### src/rtl/lsm_engine.sv
// Load/store-multiple sequencer: walks the register mask lowest-bit-first, one memory
// transfer per mem_ack. Optional register writeback of the final address under LSM_WRITEBACK_EN.
module lsm_engine #(
    parameter int DATA_W = 16,
    parameter int ADDR_W = 16,
    parameter int NREG   = 8,
    parameter int REG_AW = 3
) (
    input  logic              clk,
    input  logic              reset,
    input  logic              start,
    input  logic              is_store,
    input  logic [ADDR_W-1:0] base_addr,
    input  logic [NREG-1:0]   reg_mask,
`ifdef LSM_WRITEBACK_EN
    input  logic [REG_AW-1:0] wb_reg,
`endif
    output logic              busy,
    output logic              done,
    output logic [REG_AW:0]   count,
    output logic [REG_AW-1:0] rf_radd,
    input  logic [DATA_W-1:0] rf_rdata,
    output logic              rf_wen,
    output logic [REG_AW-1:0] rf_wadd,
    output logic [DATA_W-1:0] rf_wdata,
    output logic [ADDR_W-1:0] mem_addr,
    output logic              mem_ren,
    output logic              mem_wen,
    output logic [DATA_W-1:0] mem_wdata,
    input  logic [DATA_W-1:0] mem_rdata,
    input  logic              mem_ack,
    output logic [1:0]        dbg_state
);

    // Memory handshake: a request (mem_ren or mem_wen with mem_addr/mem_wdata) is held
    // stable from the cycle it appears until the cycle mem_ack=1; that cycle completes it.
`ifdef LSM_WRITEBACK_EN
    typedef enum logic [1:0] {S_IDLE = 2'd0, S_XFER = 2'd1, S_DONE = 2'd2, S_WB = 2'd3} state_t;
    localparam state_t END_STATE = S_WB;
`else
    typedef enum logic [1:0] {S_IDLE = 2'd0, S_XFER = 2'd1, S_DONE = 2'd2} state_t;
    localparam state_t END_STATE = S_DONE;
`endif

    state_t              r_state;
    state_t              w_next;
    logic [NREG-1:0]     r_rem_mask;
    logic [ADDR_W-1:0]   r_cur_addr;
    logic                r_is_store;
    logic [REG_AW:0]     r_count;
    logic [REG_AW-1:0]   w_idx;
    logic [NREG-1:0]     w_clr_mask;
    logic                w_ack;
`ifdef LSM_WRITEBACK_EN
    logic [REG_AW-1:0]   r_wb_reg;
`endif

    // Scan from the top so the last assignment leaves the lowest set bit.
    always_comb begin
        w_idx = '0;
        for (int i = NREG - 1; i >= 0; i--) begin
            if (r_rem_mask[i]) w_idx = REG_AW'(i);
        end
    end

    assign w_clr_mask = r_rem_mask & ~({{(NREG-1){1'b0}}, 1'b1} << w_idx);
    assign w_ack      = (r_state == S_XFER) && mem_ack;

    always_ff @(posedge clk or negedge reset) begin
        if (!reset) r_state <= S_IDLE;
        else        r_state <= w_next;
    end

    always_comb begin
        w_next = r_state;
        case (r_state)
            S_IDLE:  if (start) w_next = (reg_mask != '0) ? S_XFER : END_STATE;
            S_XFER:  if (mem_ack && (w_clr_mask == '0)) w_next = END_STATE;
`ifdef LSM_WRITEBACK_EN
            S_WB:    w_next = S_DONE;
`endif
            S_DONE:  w_next = S_IDLE;
            default: w_next = S_IDLE;
        endcase
    end

    always_ff @(posedge clk or negedge reset) begin
        if (!reset) begin
            r_rem_mask <= '0;
            r_cur_addr <= '0;
            r_is_store <= 1'b0;
            r_count    <= '0;
`ifdef LSM_WRITEBACK_EN
            r_wb_reg   <= '0;
`endif
        end else if ((r_state == S_IDLE) && start) begin
            r_rem_mask <= reg_mask;
            r_cur_addr <= base_addr;
            r_is_store <= is_store;
            r_count    <= '0;
`ifdef LSM_WRITEBACK_EN
            r_wb_reg   <= wb_reg;
`endif
        end else if (w_ack) begin
            r_rem_mask <= w_clr_mask;
            r_cur_addr <= r_cur_addr + ADDR_W'(1);
            r_count    <= r_count + (REG_AW+1)'(1);
        end
    end

    always_comb begin
        busy      = (r_state != S_IDLE);
        done      = (r_state == S_DONE);
        rf_radd   = '0;
        rf_wen    = 1'b0;
        rf_wadd   = '0;
        rf_wdata  = '0;
        mem_addr  = '0;
        mem_ren   = 1'b0;
        mem_wen   = 1'b0;
        mem_wdata = '0;
        if (r_state == S_XFER) begin
            mem_addr = r_cur_addr;
            if (r_is_store) begin
                rf_radd   = w_idx;
                mem_wdata = rf_rdata;
                mem_wen   = 1'b1;
            end else begin
                mem_ren = 1'b1;
                if (mem_ack) begin
                    rf_wen   = 1'b1;
                    rf_wadd  = w_idx;
                    rf_wdata = mem_rdata;
                end
            end
        end
`ifdef LSM_WRITEBACK_EN
        // Runs after the last load write, so this value wins over a load of the same register.
        if (r_state == S_WB) begin
            rf_wen   = 1'b1;
            rf_wadd  = r_wb_reg;
            rf_wdata = DATA_W'(r_cur_addr);
        end
`endif
    end

    assign count     = r_count;
    assign dbg_state = r_state;

endmodule

### config.mk
export PLATFORM = sky130hd
export DESIGN_NAME = lsm_engine
export DESIGN_NICKNAME = d
export VERILOG_FILES = /design/src/rtl/lsm_engine.sv
export SDC_FILE = /design/constraint.sdc
export NUM_CORES = 1
export LEC_CHECK = 0
export CAP_MARGIN = 5
export CORE_MARGIN = 4
export CORE_UTILIZATION = 38
export CTS_CLUSTER_DIAMETER = 60
export DETAILED_ROUTE_END_ITERATION = 8
export GPL_TIMING_DRIVEN = 0
export PLACE_DENSITY = 0.81
export REMOVE_ABC_BUFFERS = 1
export SYNTH_ARGS = -nofsm -noshare
export SYNTH_HDL_FRONTEND = slang
export SYNTH_SLANG_ARGS = --single-unit
### constraint.sdc
create_clock -name clk -period 2.35 [get_ports clk]
set_input_delay 0.3525 -clock clk [delete_from_list [all_inputs] [get_ports clk]]
set_output_delay 0.3525 -clock clk [all_outputs]
set_load 0.01 [all_outputs]
Yosys cells after proc, flatten, opt, wreduce, memory -nomap -nowiden
Cells that the tools add are included.
- $add $sub $neg: 2
- $mul: 0
- divide/modulo/power cells: 0
- order comparisons: 0
- equal/unequal tests: 4
- shift operators: 1
- multiplexer cells: 36
- bitwise gates (word level): 2
- reductions and logical operators: 9
- operators by type and width (operator ; number):
    two-way mux 16 bit ; 8
    two-way mux 3 bit ; 13
    adder 16 x 1 -> 16 bit, second input constant ; 1
    two-way mux 8 bit ; 2
    bitwise AND 8 bit ; 1
    logical NOT 8 bit ; 1
    two-way mux 4 bit ; 2
    inverter 8 bit ; 1
    nonzero test 8 bit ; 1
    << shifter 1 x 3 -> 8 bit, first input constant ; 1
    two-way mux 1 bit ; 7
    two-way mux 2 bit ; 3
    adder 4 x 1 -> 4 bit, second input constant ; 1
    case mux 2 bit (2 select lines) ; 1
    nonzero test 2 bit ; 2
    logical AND 1 bit ; 3
    == test 2 x 1 -> 1 bit, second input constant ; 1
    == test 2 bit, second input constant ; 1
    logical NOT 2 bit ; 1
    inequality test 2 x 1 -> 1 bit, second input constant ; 1
    inequality test 2 bit, second input constant ; 1
    AND reduction 2 bit ; 1
- bits in registers: 31
- bits in latches: 0
- bits in writable memories: 0
- bits in read-only memories: 0
- bits of input ports: 61
- output and inout port bits: 65
- logic and storage cells: 59
- memories kept: 0

Longest topological paths before layout
- depth in word-level cells: 15
- gate-level depth with buffers: 6
- mapped depth without buffers: 5

Worst setup path after synthesis
OpenSTA, ideal clock, no wires.
- path type: flip-flop to output port
- from: register r_state[1] (netlist: dbg_state[1])
- to: output rf_wadd[0]
- arrival: 1701 ps
- data required time: 1997 ps
- setup slack: 296 ps
- stages on the path, launching flop included: 5
- buffers on the path: 2
- cell sequence: dfrtp_1 clkbuf_1 nand3b_1 clkbuf_1 a2111oi_0
- word-level cells in the longest chain between the ends: 2
- RTL lines (what ; RTL line ; text):
    from (decl) ; 45 ; state_t r_state;
    from (signal assigned) ; 71 ; else r_state <= w_next;
    == test 2 x 1 -> 1 bit ; 122 ; if (r_state == S_XFER) begin
    two-way mux 3 bit ; 122 ;
    to (decl) ; 24 ; output logic [REG_AW-1:0] rf_wadd,
Every way passes these cells.

Worst setup path in the final report
- from: register r_state[1] (netlist: dbg_state[1])
- to: output rf_wdata[5]
- word-level cells in the longest chain between the ends: 2
- RTL lines (what ; RTL line ; text):
    == test 2 x 1 -> 1 bit ; 122 ;
    two-way mux 16 bit ; 122 ;
    to (decl) ; 25 ; output logic [DATA_W-1:0] rf_wdata,
Every way passes these cells.

==> results_dict.tcl <==
set metrics [dict create \
    status "completed" \
    finalSetupViolations 0 \
    synth_area_mm2 0.00212 \
    antenna_found_initial 0 \
    synth_ff_type "dfrtp_1" \
    tightest_slew_ns 0.711 \
    drc_errors 0 \
    fmax_mhz 433 \
    die_h_um 82.7 \
    dp_hpwl_um 5440 \
    avgSynthCellArea_um2 8.18 \
    rsz0062_at_grt "true" \
    fillers 482 \
    nets 450 \
    vdd_ir_drop_max_mv 0.694 \
    yosysUniqueCellTypes 45 \
    diodes 0 \
    pwr-share-clk_pct 9.2 \
    grt_pass1_wl_um 11100 \
    holdBufCountCts 0 \
    ys_seq_elements 31 \
    core.rowCount 26 \
    antenna_left 0 \
    grtUsageTotal_pct 20.9 \
    drv_slew 0 \
    crit_path_end_kind "output port" \
    clk_latency_ns 0.28 \
    routed_wl_um 7340 \
    power_density_mw_per_mm2 1150 \
    drive_gt1_share_pct 10.6 \
    switching_share_pct 42.9 \
    final_util_pct 68.3 \
    firstDrtPassIters 4 \
    grt_max_degree 32 \
    synth_cells 259 \
    cp-start-kind "register" \
    synthToLayoutAreaGrowth_pct 69.8 \
    viasPerCell 5.34 \
    slew_headroom_pct 52.6 \
    reg2reg_setup_slack_ns 0.33 \
    clk_path_buf_depth 2 \
    critPathLaunch "dbg_state[1]$_DFFE_PN0P_" \
    async_flop_share_pct 100 \
    fp.dieArea_mm2 0.00684 \
    synth_warnings 0 \
    finalPower_mw 4.15 \
    ys_seq_area_share_pct 36.6 \
    grt_overflow_total 0 \
    start_util_pct 40.2 \
    p_leak_nw 1.65 \
    min_period_over_period_pct 98.2 \
    drt-initial-drc-count 114 \
    cp_max_fo 6 \
    rr_worst_depth 5 \
    clockRootBuffer "clkbuf_8" \
    rr_endpoint "r_rem_mask[2]$_DFFE_PN0P_" \
    h-tree-depth 2 \
    core_mm2 0.00527 \
    clock-sinks 31 \
    min_path_type "input port to asynchronous set/reset pin" \
    timing.rr.start "dbg_state[1]$_DFFE_PN0P_" \
    gp_congestion 0.841 \
    synth_edf_count 0 \
    portBuffers 125 \
    period_minus_slack_ns 2.31 \
    wl_per_cell_um 16.1 \
    cts_buffers 5 \
    cts_tree "done" \
    hold_viol_final 0 \
    ioPinCount 126 \
    via_count 2435 \
    worst-setup-path-type "register to output port" \
    seq_power_share_pct 28.5 \
    combPwrFrac_pct 62.3 \
    grt_pass1_vias 2384 \
    synth_top_area_cell "dfrtp_1" \
    crit_arrival_ns 1.96 \
    maxCapViolCount 0 \
    p_int_mw 2.37 \
    die_w_um 82.7 \
    clkTransAtPathRegs_ns 0.06 \
    switchingPower_mw 1.78 \
    crit_end "rf_wdata[5]" \
    finalClockSkew_ns 0.00533 \
    critPathRequiredTime_ns 2.00 \
    synth_top_area_share_pct 36.6 \
    ys_top_cells_by_area "dfrtp_1, and2_1, and3_1, nand2_1, nor2_1" \
]
[stage by stage]
| stage | cells | TNS, ns | instance area, um2 | worst slack (ns) | hold WS, ns |
|---|---|---|---|---|---|
| after floorplan | 241 | 0 | 2040 | 0.130 | 0.0569 |
| after global placement | 436 | -37.40 | 3370 | -0.992 | 0.526 |
| after detailed placement | 438 | -17.39 | 3390 | -0.794 | 0.454 |
| after CTS | 449 | -0.115 | 3520 | -0.115 | 0.152 |
| after global routing | 456 | -0.342 | 3600 | -0.0522 | 0.176 |
| final | 456 | 0 | 3600 | 0.0423 | 0.127 |
[logic make-up (layout without fill, tap and decap cells)]
kind of cell / Yosys count / after routing / share of synthesized area (%)
AND/OR/NAND/NOR: 136 / 138 / 35.4
AO/OA/AOI/OAI: 51 / 51 / 16.3
flip-flops: 31 / 31 / 36.6
buffers and inverters: 27 / 152 / 5.55
XOR/XNOR: 12 / 12 / 4.96
adder cells (fa/ha/maj): 2 / 2 / 1.18
[per-layer routing]
layer / vias to the layer above / routed length, um / GRT usage (%)
li1: 1176 / - / -
met1: 1160 / 2810 / 25.7
met2: 88 / 3900 / 36.7
met3: 11 / 525 / 4.34
met4: 0 / 103 / 6.37
met5: - / 0 / 0
[synthesized netlist by cell type, types with 3 or more instances]
master	count
nor2_1	22
o21ai_0	14
a22o_1	8
or4_1	5
a31oi_1	6
inv_1	9
a21oi_1	5
and2_1	28
dfrtp_1	31
nor3_1	14
nand3_1	6
xnor2_1	8
and3_1	16
o31ai_1	5
nor4_1	6
nand2_1	22
or2_2	3
xor2_1	4
clkbuf_1	15
[placed cells by master, fill, tap and decap left out, types with 5 or more instances in the layout]
cell type	count
nor3_1	14
inv_1	8
clkdlybuf4s50_1	96
dlygate4sd2_1	21
a21oi_1	5
xnor2_1	8
dfrtp_1	26
buf_4	9
and2_1	28
dfrtp_2	5
o21ai_0	14
clkbuf_8	5
a22o_1	8
dlymetal6s2s_1	6
nor4_1	6
nand3_1	6
and3_1	16
nor2_1	19
nand2_1	22
a31oi_1	6
[final cells by class]
type                            instances  area (um2)  area share [%]
Timing Repair Buffer                  137        1340            37.3
Multi-Input combinational cell        203        1280            35.5
Sequential cell                        31         782            21.7
Tap cell                               70        87.6            2.43
Clock buffer                            6        72.6            2.02
Inverter                                9        37.5            1.04
[how the worst min path moves through the flow]
stage	to	start
after floorplan	count[0]$_DFFE_PN0P_	reset
after global placement	count[3]$_DFFE_PN0P_	count[3]$_DFFE_PN0P_
after detailed placement	r_cur_addr[3]$_DFFE_PN0P_	reset
after CTS	r_rem_mask[7]$_DFFE_PN0P_	reset
after global routing	r_cur_addr[15]$_DFFE_PN0P_	reset
final	r_cur_addr[6]$_DFFE_PN0P_	reset
[registers in the layout (all words and copies together), names as in the netlist]
signal / cells
count: 4
dbg_state: 2
r_cur_addr: 16
r_is_store: 1
r_rem_mask: 8
[power groups by stage]
stage	Combinational, mW	Clock [mW]	Sequential [mW]
after floorplan	1.25	0	1.07
after global placement	2.33	0	1.15
after detailed placement	2.42	0	1.16
after CTS	2.48	0.396	1.18
after global routing	2.83	0.420	1.24
final	2.59	0.383	1.18
[what timing repair did]
item,4_1_cts,5_1_grt
setup buffers,4,6
endpoints found under the setup margin,53,30
resized for setup,36,12
cloned,1,1
pin swaps,2,1
[critical path: stages, from the launching register on]
cell and delay (ns):
dfrtp_2 0.44, nand3b_1 0.28, buf_6 0.19, buf_4 0.15, nor2_2 0.18, and2_1 0.16, dlygate4sd2_1 0.28
(Power assumes the default switching activity.)
